`src/rtl/cp0_unit_if.sv`:
```
// rtl/cp0_unit_if.sv - M-stage exception/CP0 access bundle between pipeline and cp0_unit
interface cp0_unit_if;
   logic [5:0]  Exception;
   logic [31:0] PCM;
   logic        BDM;
   logic        ValidM;
   logic [5:0]  HWInt;
   logic [4:0]  CP0Addr;
   logic [31:0] CP0WD;
   logic        CP0WE;
   logic        ERET;
   logic [31:0] CP0RD;
   logic        GeneralFlush;
   logic        NPCSel;
   logic [31:0] NPCOut;
   logic [31:0] EPCOut;

   modport master (
      output Exception, PCM, BDM, ValidM, HWInt, CP0Addr, CP0WD, CP0WE, ERET,
      input  CP0RD, GeneralFlush, NPCSel, NPCOut, EPCOut
   );

   modport slave (
      input  Exception, PCM, BDM, ValidM, HWInt, CP0Addr, CP0WD, CP0WE, ERET,
      output CP0RD, GeneralFlush, NPCSel, NPCOut, EPCOut
   );
endinterface

```
`src/rtl/cp0_unit.sv`:
```
// rtl/cp0_unit.sv - trap decision, SR/Cause/EPC/PrID, mfc0/mtc0/eret service
// Optional Count/Compare timer on HWInt[5] when CP0_COUNT_EN is defined.
module cp0_unit #(
   parameter logic [31:0] HANDLER_PC = 32'h0000_4180,
   parameter logic [31:0] PRID_VAL   = 32'h0000_0000
) (
   input logic        clock,
   input logic        reset,
   cp0_unit_if.slave  bus
);

   localparam logic [0:0] MODE_USER   = 1'b0;
   localparam logic [0:0] MODE_KERNEL = 1'b1;

   logic [5:0]  im;
   logic        exl;
   logic        ie;
   logic        bd;
   logic [5:0]  ip;
   logic [4:0]  exc_code;
   logic [31:0] epc;

   logic [5:0]  hw_eff;
   logic        int_req;
   logic        exc_req;
   logic        take;
   logic        mtc0;
   logic        wr_sr;
   logic        wr_epc;
   logic [31:0] pc_word;
   logic        unused_ok;

`ifdef CP0_COUNT_EN
   logic [31:0] count;
   logic [31:0] compare;
   logic        timer_pend;

   assign hw_eff = bus.HWInt | {timer_pend, 5'b0_0000};
`else
   assign hw_eff = bus.HWInt;
`endif

   assign int_req = (|(hw_eff & im)) & ie & ~exl & bus.ValidM;
   assign exc_req = bus.Exception[5] & ~exl & bus.ValidM;
   assign take    = int_req | exc_req;
   // A trap in the same cycle swallows any mtc0, so all writes are gated by ~take.
   assign mtc0    = bus.CP0WE & ~take;
   assign wr_sr   = mtc0 & (bus.CP0Addr == 5'd12);
   assign wr_epc  = mtc0 & (bus.CP0Addr == 5'd14);
   assign pc_word = {bus.PCM[31:2], 2'b00};
   assign unused_ok = ^bus.PCM[1:0];

   assign bus.GeneralFlush = take;
   assign bus.NPCSel       = take | bus.ERET;
   assign bus.NPCOut       = take ? HANDLER_PC : epc;
   assign bus.EPCOut       = epc;

   always_ff @(posedge clock or negedge reset) begin
      if (!reset) begin
         im       <= 6'd0;
         exl      <= MODE_USER;
         ie       <= 1'b0;
         bd       <= 1'b0;
         ip       <= 6'd0;
         exc_code <= 5'd0;
         epc      <= 32'd0;
      end else begin
         ip <= hw_eff;
         if (take) begin
            exl      <= MODE_KERNEL;
            exc_code <= int_req ? 5'd0 : bus.Exception[4:0];
            bd       <= bus.BDM;
            // EPC points at the branch when the faulting instruction sits in its delay slot.
            epc      <= bus.BDM ? (pc_word - 32'd4) : pc_word;
         end else begin
            if (wr_sr) begin
               im  <= bus.CP0WD[15:10];
               exl <= bus.CP0WD[1];
               ie  <= bus.CP0WD[0];
            end
            if (wr_epc)
               epc <= {bus.CP0WD[31:2], 2'b00};
            if (bus.ERET)
               exl <= MODE_USER;
         end
      end
   end

`ifdef CP0_COUNT_EN
   always_ff @(posedge clock or negedge reset) begin
      if (!reset) begin
         count      <= 32'd0;
         compare    <= 32'd0;
         timer_pend <= 1'b0;
      end else begin
         if (mtc0 && bus.CP0Addr == 5'd9)
            count <= bus.CP0WD;
         else
            count <= count + 32'd1;
         if (mtc0 && bus.CP0Addr == 5'd11) begin
            compare    <= bus.CP0WD;
            timer_pend <= 1'b0;
         end else if (count == compare && compare != 32'd0) begin
            timer_pend <= 1'b1;
         end
      end
   end
`endif

   always_comb begin
      bus.CP0RD = 32'd0;
      case (bus.CP0Addr)
`ifdef CP0_COUNT_EN
         5'd9:    bus.CP0RD = count;
         5'd11:   bus.CP0RD = compare;
`endif
         5'd12:   bus.CP0RD = {16'd0, im, 8'd0, exl, ie};
         5'd13:   bus.CP0RD = {bd, 15'd0, ip, 3'd0, exc_code, 2'b00};
         5'd14:   bus.CP0RD = epc;
         5'd15:   bus.CP0RD = PRID_VAL;
         default: bus.CP0RD = 32'd0;
      endcase
   end

endmodule

```
`src/flat_wrapper.sv`:
```
// flat-port wrapper written by rule: the top's interface ports become plain ports
module cp0_unit_flat 
#(
   parameter logic [31:0] HANDLER_PC = 32'h0000_4180,
   parameter logic [31:0] PRID_VAL   = 32'h0000_0000
)
  (clock, reset, bus_Exception, bus_PCM, bus_BDM, bus_ValidM, bus_HWInt, bus_CP0Addr, bus_CP0WD, bus_CP0WE, bus_ERET, bus_CP0RD, bus_GeneralFlush, bus_NPCSel, bus_NPCOut, bus_EPCOut);
  cp0_unit_if bus_i ();
  input logic clock;
  input logic reset;
  input wire logic [$bits(bus_i.Exception)-1:0] bus_Exception;
  input wire logic [$bits(bus_i.PCM)-1:0] bus_PCM;
  input wire logic [$bits(bus_i.BDM)-1:0] bus_BDM;
  input wire logic [$bits(bus_i.ValidM)-1:0] bus_ValidM;
  input wire logic [$bits(bus_i.HWInt)-1:0] bus_HWInt;
  input wire logic [$bits(bus_i.CP0Addr)-1:0] bus_CP0Addr;
  input wire logic [$bits(bus_i.CP0WD)-1:0] bus_CP0WD;
  input wire logic [$bits(bus_i.CP0WE)-1:0] bus_CP0WE;
  input wire logic [$bits(bus_i.ERET)-1:0] bus_ERET;
  output wire logic [$bits(bus_i.CP0RD)-1:0] bus_CP0RD;
  output wire logic [$bits(bus_i.GeneralFlush)-1:0] bus_GeneralFlush;
  output wire logic [$bits(bus_i.NPCSel)-1:0] bus_NPCSel;
  output wire logic [$bits(bus_i.NPCOut)-1:0] bus_NPCOut;
  output wire logic [$bits(bus_i.EPCOut)-1:0] bus_EPCOut;
  assign bus_i.Exception = bus_Exception;
  assign bus_i.PCM = bus_PCM;
  assign bus_i.BDM = bus_BDM;
  assign bus_i.ValidM = bus_ValidM;
  assign bus_i.HWInt = bus_HWInt;
  assign bus_i.CP0Addr = bus_CP0Addr;
  assign bus_i.CP0WD = bus_CP0WD;
  assign bus_i.CP0WE = bus_CP0WE;
  assign bus_i.ERET = bus_ERET;
  assign bus_CP0RD = bus_i.CP0RD;
  assign bus_GeneralFlush = bus_i.GeneralFlush;
  assign bus_NPCSel = bus_i.NPCSel;
  assign bus_NPCOut = bus_i.NPCOut;
  assign bus_EPCOut = bus_i.EPCOut;
  cp0_unit #(.HANDLER_PC(HANDLER_PC), .PRID_VAL(PRID_VAL)) u_core (.clock(clock), .reset(reset), .bus(bus_i));
endmodule
```
`config.mk`:
```
export PLATFORM = sky130hd
export DESIGN_NAME = cp0_unit_flat
export DESIGN_NICKNAME = d
export VERILOG_FILES = /design/src/rtl/cp0_unit_if.sv /design/src/rtl/cp0_unit.sv /design/src/flat_wrapper.sv
export SDC_FILE = /design/constraint.sdc
export NUM_CORES = 1
export LEC_CHECK = 0
export CAP_MARGIN = 20
export CORE_MARGIN = 2
export CORE_UTILIZATION = 43
export CTS_CLUSTER_DIAMETER = 120
export DETAILED_ROUTE_END_ITERATION = 8
export GPL_TIMING_DRIVEN = 1
export PLACE_DENSITY = 0.95
export SYNTH_ARGS = -nofsm -noshare
export SYNTH_HDL_FRONTEND = slang
export SYNTH_SLANG_ARGS = --single-unit
```
`constraint.sdc`:
```
create_clock -name clock -period 5 [get_ports clock]
set_clock_uncertainty 0.2 [all_clocks]
set_input_delay 0.75 -clock clock [delete_from_list [all_inputs] [get_ports clock]]
set_output_delay 0.75 -clock clock [all_outputs]
set_load 0.03 [all_outputs]
```
## Yosys cells after proc, flatten, opt, wreduce, memory -nomap -nowiden

Index checks and enable logic that the tools add are counted.

| word-level totals | value |
|---|---|
| bits in read-only memories | 0 |
| memories | 0 |
| flip-flop bits (word level) | 52 |
| bits in latches | 0 |
| output and inout port bits | 98 |
| bits in writable memories | 0 |

| cells by class | value |
|---|---|
| divide/modulo/power cells | 0 |
| shifts and indexed selects | 0 |
| equal/unequal tests | 3 |
| magnitude comparators | 0 |
| muxes and demuxes | 9 |
| add/sub/neg operators | 1 |
| reduce and logical (&&, ||, !) cells | 4 |
| multiply operators | 0 |
| bitwise logic cells | 13 |

Operators by type and width:

| cell | number |
|---|---|
| $mux W32 | 4 |
| $pmux W32 S3 | 1 |
| $sub A32 B3 Y32 const B | 1 |
| $eq A5 B4 Y1 const B | 3 |
| $and A1 B1 Y1 | 8 |
| $and A6 B6 Y6 | 1 |
| $reduce_or A6 Y1 | 1 |
| $mux W5 | 1 |
| $mux W1 | 3 |
| $reduce_bool A3 Y1 | 1 |
| $not A1 Y1 | 2 |
| $or A1 B1 Y1 | 2 |
| $reduce_and A2 Y1 | 1 |
| $reduce_bool A2 Y1 | 1 |

## Longest topological paths before layout

Gate-level depths: netlist of the first run.

| depth | value |
|---|---|
| depth in word-level cells | 12 |
| depth in mapped cells | 8 |

## Worst setup path before layout of the first run

No wires, ideal clock.

| path | value |
|---|---|
| path kind | input-to-output |
| start point | input port bus_CP0Addr[0] |
| end point | output port bus_CP0RD[10] |
| path buffers | 4 |
| path slack | 1.892 ns |
| arrival | 2.158 ns |
| stages on the path | 8 |
| cells stage by stage | buf_2 -> nor2b_2 -> and2_1 -> buf_2 -> buf_2 -> buf_2 -> nand2_1 -> o21ai_0 |

| on the way | value |
|---|---|
| longest elaborated chain between the ends | 2 |
| elaborated cells on any way between the ends | 4 |
| those cells by class | eq/ne: 3; mux: 1 |

RTL lines:

| element | line | RTL |
|---|---|---|
| from (decl) | flat_wrapper.sv:16 | `input wire logic [$bits(bus_i.CP0Addr)-1:0] bus_CP0Addr;` |
| $eq A5 B4 Y1 | cp0_unit.sv:112 | `case (bus.CP0Addr)` |
| $pmux W32 S3 (*) | cp0_unit.sv:112 |  |
| to (decl) | flat_wrapper.sv:20 | `output wire logic [$bits(bus_i.CP0RD)-1:0] bus_CP0RD;` |

Every way passes the cells marked *; elsewhere a longest branch is shown, timed or not.

## Worst setup path after layout of the first run

| path | value |
|---|---|
| start point | input port bus_CP0Addr[2] |
| end point | output port bus_CP0RD[5] |

The elaborated chain is that of the path after synthesis.

==> summary.txt, run 1 <==
GRT
  • Vias in the first global route: 3645
  • GRT overflow: 0
  • First-pass GRT wire length: 18400 um
  • Initial antenna violation count: 0
  • Largest net degree at the start of global routing: 55
  • Overall Global Routing Usage: between 20% and 30%

STA
  • Crit share post-route: 85.7%
  • Fin Setup TNS: 0 ns
  • Slew @ Worst Pin: 0.635 ns
  • RSZ-0062 raised after global routing: false
  • Fmax: approximately 0.23 GHz
  • Slew Viols, Final: 0
  • Crit path time final: 4.29 ns
  • Final Setup Violations: 0
  • Hold Vio Cnt, Final: 0
  • Relative slew margins: 57.7%

Die
  • Chip height: 93.8 um
  • Die width: ~94 um
  • DIE AREA: between 8000 and 9000 sq um
  • # rows: 32
  • Core footprint: 7770 sq um
  • Initial core utilization: 44.6%
  • IO Count: 185

Clock network
  • H-Tree Depth: 2
  • Clock Latency Late Sink: 0.30 ns
  • Clock Path Buffers: 2
  • Worst-path clk slew: 0.10 ns
  • CTS Sinks: 50
  • Hold buffers post-CTS: 0
  • CTS tree: done
  • Root Driver: clkbuf_8
  • Postcts setup bufs: 0
  • # resized after CTS: 0
  • CTS buffer count: 5

Worst setup path
  • Crit path kind: input pin to primary output
  • CP Max Fanout: 21
  • RR Startpoint: u_core.im[2]
  • CP endpoint kind: primary output
  • Crit start category: input pin
  • Worst Setup SP: bus_CP0Addr[2]
  • Reg2reg end: u_core.im[0]
  • WP data arrival: 3.34 ns
  • Worst R2R Path Depth: 7
  • FF-to-FF setup slack: 2.27 ns
  • Crit path to: bus_CP0RD[5]
  • Worst EP required: approximately 4.1 ns

Routing
  • Final wirelength: 11900 um
  • Drt first pass iters: 5
  • Vias per std cell: 5.64
  • Final ANT Viol Nets: 0
  • Vias: 3637
  • DR DRC count: 0
  • DR WL/cell: 18.4 um
  • Initial drt markers: 204

Power
  • VDD IR-drop max: 0.000236 V
  • Pwr Total: 2.19 mW
  • Pwr dens: 402 nW/um^2
  • Leakage: 2.26 nW

Layout
  • Synth-to-Final Area Change: 57.1%
  • Antenna cells: 0
  • Layout cells sized above 1: 7.18%
  • Fillcell total: 570
  • Nets: 630

Logic synthesis
  • Post-synthesis cell type count: 50
  • Main synth FF type: dfrtp_1
  • Syn_area_per_cell: 9.24 sq um
  • Yosys synthesis warning count: 0
  • Top cells by area, synth: dfrtp_1 (36%), and3_1 (7.2%), xnor2_1 (5.8%)
  • Post-synth EDFFs: 0
  • Mapped Cells: 375
  • Register bit total from synthesis: 50
  • Most area-hungry cell type in the Yosys netlist: dfrtp_1
  • Top-count cell post-synth: dfrtp_1
  • Ys async rst share: 100%
  • Top cells by count, synth: dfrtp_1 (50), and3_1 (40), and2_1 (30), a21oi_1 (29), nand2_1 (27)
  • Post-synthesis cell area: roughly 3500 sq um
  • Seq/Total Area, Yosys: 36.1%
  • Synth top area share: 36.1%

Place
  • Global placer's final weighted congestion: 0.849
  • Port-buffer cells: roughly 180
  • DP HPWL: between 9000 and 10000 um

Run
  • Max-cap violations: 0

Worst hold path
  • Hold WC Path Type: flop to flop

Run status
  • Outcome: finished, final reports clean
kinds of logic after synthesis:
group,after synthesis,share of synthesized area (%)
simple gates,163,30.4
fa+ha+maj,1,0.361
xor+xnor,26,6.57
mux,22,6.61
other cells,1,0.108
flops,50,36.1
buf+inv,33,4.58
compound gates,79,15.3
worst max-delay path, stage by stage:
cell             delay, ns
clkdlybuf4s50_1       0.47
and3b_1               0.19
buf_4                 0.22
and2_1                0.51
buf_4                 0.35
a22o_1                0.17
clkdlybuf4s50_1       0.67
cell type report:
cell class / count / area [sq um] / area share, %
repair buffers: 186 / 1870 / 34.3
multi-input cells: 295 / 2070 / 38.0
clock buffers: 5 / 68.8 / 1.26
clock inverters: 3 / 45.0 / 0.827
well taps: 102 / 128 / 2.34
inverters: 4 / 15.0 / 0.276
flip-flops and latches: 50 / 1250 / 23.0
worst min path at each step:
stage / cells after the start / from / endpoint / slack, ns
2_1_floorplan: 0 / reset / u_core.bd / 0.25
3_3_place_gp: 2 / u_core.bd / u_core.bd / 0.27
3_5_place_dp: 2 / u_core.bd / u_core.bd / 0.28
4_1_cts: 2 / u_core.bd / u_core.bd / 0.30
5_1_grt: 2 / u_core.exc_code[3] / u_core.exc_code[3] / 0.34
6_report: 2 / u_core.bd / u_core.bd / 0.30
placed cells by master (no fill, tap or decap), types with 2 or more instances in the layout:
cell type / count
a211oi_1: 24
a211oi_2: 2
a21oi_1: 29
a22o_1: 7
a22oi_1: 2
and2_1: 30
and3_1: 40
and4_1: 2
buf_4: 6
clkbuf_8: 5
clkdlybuf4s50_1: 177
clkinvlp_4: 2
conb_1: 4
dfrtp_1: 50
inv_1: 3
mux2_1: 7
mux2i_1: 15
nand2_1: 27
nand2b_1: 5
nand3_1: 6
nand4_2: 2
nor2_1: 12
nor3_1: 11
nor3_2: 3
nor4_2: 6
nor4_4: 2
o21ai_0: 10
or3_1: 4
xnor2_1: 23
xor2_1: 3
routing by layer:
| layer | vias to the layer above | track usage (%) | routed length (um) |
|---|---|---|---|
| met3 | 22 | 4.01 | 832 |
| met1 | 1762 | 32.1 | 4610 |
| met4 | 0 | 7.25 | 259 |
| met2 | 172 | 49.1 | 6190 |
| li1 | 1681 | - | - |
| met5 | - | 0 | 0 |
where the power goes:
group | internal, mW | leakage [nW] | switching, mW | total (mW)
Sequential | 0.527 | 0.581 | 0.129 | 0.656
Combinational | 0.549 | 1.63 | 0.691 | 1.24
Clock | 0.149 | 0.0504 | 0.145 | 0.294
state kept, by name, indices dropped and copies added (netlist names):
signal             flops
u_core.exl             1
u_core.bus.EPCOut     30
u_core.ip              6
u_core.ie              1
u_core.exc_code        5
u_core.im              6
u_core.bd              1
stage by stage:
stage	utilization (%)	setup WS, ns	instances	hold slack [ns]	cell area [sq um]
floorplan	-	1.89	378	0.246	3480
global placement	68.3	0.755	636	0.266	5300
detailed placement	68.6	0.723	637	0.282	5330
CTS	70.1	0.725	645	0.304	5440
global route	70.1	0.593	645	0.344	5440
finish	70.1	0.714	645	0.299	5440
No activity file was read; power rests on OpenSTA's default activity.
==> inputs of run 2 (changes only) <==
Settings changed: CORE_MARGIN 2 to 3, REMOVE_ABC_BUFFERS set to 1.
Clock period 5 ns to 4.95 ns, I/O delays scaled along.
==> run 2 against run 1 <==
  * Global-route usage fell by 1.9 points
  * Critical endpoint is now bus_CP0RD[25]
  * Critical path depth fell by 2
  * First-iteration DRC count fell by 30%
  * Highest routed layer unchanged
  * Critical path type unchanged
  * Final area fell by 1.1%
  * Combinational power barely moved
  * Worst hold slack got worse by 0.13 ns
  * Routed wire length fell by 3.6%
  * Flip-flop and latch count did not move
  * Core utilization fell by 0.77 points
==> summary.txt, run 2 (same netlist as run 1, synthesis figures left out) <==
Power
  • VDD IR-drop max: 0.000208 V (-12%)
  • Leakage: 2.27 nW (+0.48%)
  • Pwr Total: 2.16 mW (-1.4%)
  • Pwr dens: 401 nW/um^2 (-0.32%)

STA
  • Worst hold slack: 0.171 ns (-0.128 ns)
  • Slew Viols, Final: 0 (unchanged)
  • RSZ-0062 raised after global routing: false
  • Crit path time final: 4.11 ns
  • Relative slew margins: 52.2% (-5.5 points)
  • Fmax: 0.243 GHz
  • Final Setup Violations: 0 (unchanged)
  • Slew @ Worst Pin: 0.717 ns (+0.0820 ns)
  • Final WS setup: 0.837 ns (+0.123 ns)
  • Hold Vio Cnt, Final: 0 (unchanged)
  • Fin Setup TNS: 0 ns (unchanged)
  • Crit share post-route: 83.1%

Die
  • DIE AREA: 9170 sq um (+4.3%)
  • Core footprint: 7770 sq um (unchanged)
  • Die width: 95.8 um (+2.1%)
  • Chip height: 95.8 um (+2.1%)
  • Initial core utilization: 44.6% (unchanged)
  • IO Count: 185 (unchanged)
  • # rows: 32 (unchanged)

Worst setup path
  • CP max stage delay: 0.71 ns (+0.04 ns)
  • Worst path cell trace: clkdlybuf4s50_1 > nor2b_2 > buf_4 > and3_1 > clkdlybuf4s50_1
  • Critical-path top delay cell: clkdlybuf4s50_1
  • Crit path kind: input pin to primary output
  • Worst EP required: 4.01 ns (-0.04 ns)
  • CP most frequent cell: clkdlybuf4s50_1
  • CP Max Fanout: 10 (-52%)
  • WP data arrival: 3.17 ns (-0.17 ns)
  • CP endpoint kind: primary output
  • FF-to-FF setup slack: 2.23 ns (-0.04 ns)
  • Crit start category: input pin

Clock network
  • # resized after CTS: 0 (unchanged)
  • Clock Path Buffers: 2 (unchanged)
  • Root Driver: clkbuf_8
  • CTS tree: done
  • Postcts setup bufs: 0 (unchanged)
  • Hold buffers post-CTS: 0 (unchanged)
  • CTS Sinks: 50 (unchanged)
  • Worst-path clk slew: 0.09 ns (about the same)
  • H-Tree Depth: 2 (unchanged)
  • Clock Latency Late Sink: 0.31 ns (about the same)
  • CTS buffer count: 5 (unchanged)

GRT
  • Largest net degree at the start of global routing: 55 (unchanged)
  • Vias in the first global route: 3510 (-3.7%)
  • GRT overflow: 0 (unchanged)
  • Initial antenna violation count: 1 (+1)
  • First-pass GRT wire length: 17700 um (-3.3%)
  • Overall Global Routing Usage: 24.8% (-1.9 points)

Layout
  • Final Core Density: 69.3% (-0.77 points)
  • Max reg flops: 30 (unchanged)
  • Antenna cells: 0 (unchanged)
  • Nets: 629 (-0.16%)
  • Commonest non-fill, non-tap cells in the layout: clkdlybuf4s50_1 (165), dfrtp_1 (50), and3_1 (40)
  • Layout cells sized above 1: 9.23% (+2.0 points)
  • Commonest non-fill, non-tap cell in the layout: clkdlybuf4s50_1
  • Synth-to-Final Area Change: 55.3%

Run status
  • Outcome: finished, final reports clean

Routing
  • Vias: 3502 (-3.7%)
  • Final ANT Viol Nets: 0 (unchanged)
  • DR WL/cell: 17.8 um (-3.5%)
  • Drt first pass iters: 4 (-1)
  • Final wirelength: 11500 um (-3.6%)
  • Initial drt markers: 142 (-30%)
  • Vias per std cell: 5.44 (-3.6%)
  • DR DRC count: 0 (unchanged)

Place
  • Setup WS pre-CTS: 0.895 ns (+0.172 ns)
  • Global placer's final weighted congestion: 0.801 (-5.7%)
  • DP HPWL: 8820 um (-4.7%)
  • Port-buffer cells: 178 (unchanged)

Worst hold path
  • Hold WC Path Type: input pin to async pin

Run
  • Max-cap violations: 0 (unchanged)
==> run 2: report_power, final <==
| group | switching (mW) | leakage, nW | internal, mW |
|---|---|---|---|
| registers | 0.119 | 0.581 | 0.533 |
| clock network | 0.146 | 0.0478 | 0.115 |
| logic | 0.692 | 1.64 | 0.554 |
==> run 2: path summary, 6_finish.rpt <==
path | startpoint | endpoint | cells after the start
setup / recovery | bus_CP0Addr[0] | bus_CP0RD[25] | 5
hold / removal | reset | u_core.bus.EPCOut[7] | 1
setup reg to reg | u_core.exl | u_core.im[0] | 8
hold reg to reg | u_core.im[4] | u_core.im[4] | 1
max in group asynchronous | reset | u_core.bus.EPCOut[11] | 2
min in group clock | u_core.im[4] | u_core.im[4] | 1
==> run 2: stage by stage <==
step | cells | cell area, sq um
finish | 644 | 5380
global route | 644 | 5380
CTS | 643 | 5360
detailed placement | 635 | 5270
global placement | 635 | 5270
floorplan | 349 | 3330
==> run 2: layout make-up <==
cell class / count / area [sq um]
fillers: 627 / 2380
multi-input cells: 295 / 2070
repair buffers: 185 / 1820
flip-flops and latches: 50 / 1250
well taps: 102 / 128
clock buffers: 6 / 82.6
clock inverters: 2 / 16.3
inverters: 4 / 15.0
==> run 2: metal layers <==
layer | global-route usage (%) | vias to the layer above | wire (um)
li1 | - | 1682 | -
met5 | 0 | - | 0
met1 | 30.9 | 1673 | 4620
met2 | 43.9 | 130 | 5930
met4 | 5.69 | 0 | 199
met3 | 5.16 | 17 | 709
==> run 2: worst max-delay path: cells and delay by family <==
| family | cells | cell delay [ns] |
|---|---|---|
| and+or+nand+nor | 2 | 0.78 |
| buffers and inverters | 3 | 1.64 |
==> inputs of run 3 (changes only) <==
Settings changed: CORE_UTILIZATION 43 to 40, PLACE_DENSITY 0.95 to 0.93.
Clock period 4.95 ns to 4.2 ns, I/O delays scaled along.
==> run 3 against run 2 <==
  * Flip-flop and latch count did not move
  * Core utilization fell by 4.0 points
  * Clock power rose by 39%
  * Worst setup slack got worse by 0.32 ns
  * Register-to-register slack got worse by 0.49 ns
  * Largest cell class unchanged
  * Final area rose by 0.74%
  * Combinational power rose by 18%
  * Largest power group unchanged
  * Clock-buffer cell count fell by 1
  * Global-route usage fell by 1.9 points
  * Critical path depth rose by 2
  * Sequential share of layout area fell by 0.17 points
==> summary.txt, run 3 (same netlist as run 1, synthesis figures left out) <==
Worst setup path
  • CP delay by family, top: buffers and inverters
  • Worst Setup SP: bus_HWInt[0]
  • Worst R2R Path Depth: 9 (+1)
  • CP most frequent cell: clkdlybuf4s50_1
  • Reg2reg end: u_core.bus.EPCOut[31]
  • Crit start category: input pin
  • Critical-path top delay cell: clkdlybuf4s50_1
  • WP data arrival: 2.85 ns (-0.32 ns)
  • CP endpoint kind: primary output
  • Crit path to: bus_NPCOut[22]
  • Worst EP required: 3.37 ns (-0.64 ns)
  • Worst Path Buf+Inv: 3 (unchanged)
  • Crit path kind: input pin to primary output
  • RR Startpoint: u_core.exl
  • FF-to-FF setup slack: 1.74 ns (-0.49 ns)
  • CP Max Fanout: 30 (+20)
  • CP max stage delay: 0.68 ns (-0.03 ns)
  • Worst path cell trace: clkdlybuf4s50_1 > a22oi_1 > nand2_1 > o31ai_4 > buf_4 > and2_1 > clkdlybuf4s50_1
  • Crit. path cell count: 7 (+2)

Place
  • Global placer's final weighted congestion: 0.783 (-2.2%)
  • Setup WS pre-CTS: 0.528 ns (-0.367 ns)
  • Port-buffer cells: 178 (unchanged)
  • DP HPWL: 8770 um (-0.64%)

Clock network
  • CTS buffer count: 5 (unchanged)
  • Postcts setup bufs: 0 (unchanged)
  • Root Driver: clkbuf_8
  • Clock Path Buffers: 2 (unchanged)
  • CTS tree: done
  • Clock Latency Late Sink: 0.31 ns (about the same)
  • H-Tree Depth: 2 (unchanged)
  • Worst-path clk slew: 0.10 ns (about the same)
  • CTS Sinks: 50 (unchanged)
  • # resized after CTS: 0 (unchanged)
  • Hold buffers post-CTS: 0 (unchanged)

STA
  • Relative slew margins: 48.8% (-3.4 points)
  • Crit path time final: ~3.7 ns
  • Hold Vio Cnt, Final: 0 (unchanged)
  • Final Setup Violations: 0 (unchanged)
  • RSZ-0062 raised after global routing: false
  • Slew Viols, Final: 0 (unchanged)
  • Slew @ Worst Pin: 0.767 ns (+0.0505 ns)
  • Final WS setup: 0.520 ns (-0.318 ns)
  • Fmax: about 0.27 GHz
  • Fin Setup TNS: 0 ns (unchanged)
  • Crit share post-route: 87.6%

Power
  • VDD IR-drop max: 0.000287 V (+38%)
  • Pwr dens: 479 nW/um^2 (+19%)
  • Leakage: 2.29 nW (+0.97%)

Routing
  • Vias: 3551 (+1.4%)
  • Vias per std cell: 5.45 (+0.31%)
  • Final wirelength: 11600 um (+1.1%)
  • DR WL/cell: 17.8 um (about the same)
  • Final ANT Viol Nets: 0 (unchanged)
  • Drt first pass iters: 4 (unchanged)
  • DR DRC count: 0 (unchanged)
  • Initial drt markers: 83 (-42%)

GRT
  • GRT overflow: 0 (unchanged)
  • Overall Global Routing Usage: 22.9% (-1.9 points)
  • Initial antenna violation count: 0 (-1)
  • Largest net degree at the start of global routing: 54 (-1.8%)
  • Vias in the first global route: 3623 (+3.2%)
  • First-pass GRT wire length: 18300 um (+3.3%)

Die
  • Die width: 99.1 um (+3.5%)
  • Initial core utilization: 41.8% (-2.9 points)
  • Core footprint: 8300 sq um (+6.8%)
  • DIE AREA: 9820 sq um (+7.0%)
  • Chip height: 99.1 um (+3.5%)
  • # rows: 33 (+3.1%)
  • IO Count: 185 (unchanged)

Run status
  • Outcome: finished, final reports clean

Layout
  • Max reg flops: 30 (unchanged)
  • Layout cells sized above 1: 9.89% (+0.67 points)
  • Commonest non-fill, non-tap cells in the layout: clkdlybuf4s50_1 (165), dfrtp_1 (50), and3_1 (40)
  • Antenna cells: 0 (unchanged)
  • Commonest non-fill, non-tap cell in the layout: clkdlybuf4s50_1
  • Synth-to-Final Area Change: 56.5%
  • Nets: 633 (+0.64%)

Worst hold path
  • Hold WC Path Type: input pin to async pin

Run
  • Max-cap violations: 0 (unchanged)
[run 3: changes by cell type in the layout (fill, tap and decap cells not counted)]
cell       previous run  this run
buf_4                17        22
inv_8                 0         1
inv_6                 1         0
bufinv_16             0         1
clkbuf_8              6         5
buf_12                2         1
[run 3: worst min-delay path by stage]
stage,startpoint,to,slack (ns)
floorplan,reset,u_core.bd,0.13
global placement,u_core.bd,u_core.bd,0.26
detailed placement,u_core.bd,u_core.bd,0.28
CTS,u_core.bd,u_core.bd,0.30
global route,reset,u_core.bd,0.07
finish,reset,u_core.bus.EPCOut[26],0.05
[run 3: stage by stage]
stage               power [mW]  cell area [sq um]  cells  utilization, %  hold slack, ns
CTS                       2.61               5400    650            65.1           0.301
global route              2.71               5420    651            65.4          0.0750
finish                    2.60               5420    651            65.4          0.0532
floorplan                 1.55               3330    349               -           0.134
detailed placement        2.24               5290    642            63.7           0.275
global placement          2.21               5290    642            63.7           0.263
[run 3: worst reg2reg max path: stages (launching register included)]
cell and delay, ns:
dfrtp_1 0.42, nor2b_1 0.12, buf_4 0.16, o21a_1 0.17
o31ai_4 0.08, buf_4 0.24, inv_2 0.13, buf_4 0.45
and4_1 0.34, a211oi_2 0.04
[run 3: area by class of cell]
| type | instances | area (sq um) |
|---|---|---|
| Fill cell | 685 | 2880 |
| Multi-Input combinational cell | 295 | 2070 |
| Timing Repair Buffer | 189 | 1840 |
| Sequential cell | 50 | 1250 |
| Tap cell | 105 | 131 |
| Clock buffer | 5 | 68.8 |
| Clock inverter | 3 | 48.8 |
| Inverter | 4 | 15.0 |
[run 3: power by group]
| group | leakage (nW) | total, mW | internal [mW] | switching (mW) |
|---|---|---|---|---|
| clock | 0.0563 | 0.364 | 0.182 | 0.182 |
| sequential | 0.581 | 0.764 | 0.628 | 0.137 |
| combinational | 1.66 | 1.47 | 0.654 | 0.816 |
| total | 2.29 | 2.60 | 1.46 | 1.13 |
[run 3: metal layers]
metal | vias up | global-route usage, % | part of all wire [%]
met5 | - | 0 | 0
met4 | 0 | 3.57 | 0.73
met3 | 11 | 4.32 | 5.4
met2 | 122 | 41.3 | 53
met1 | 1722 | 28.8 | 41
li1 | 1696 | - | -
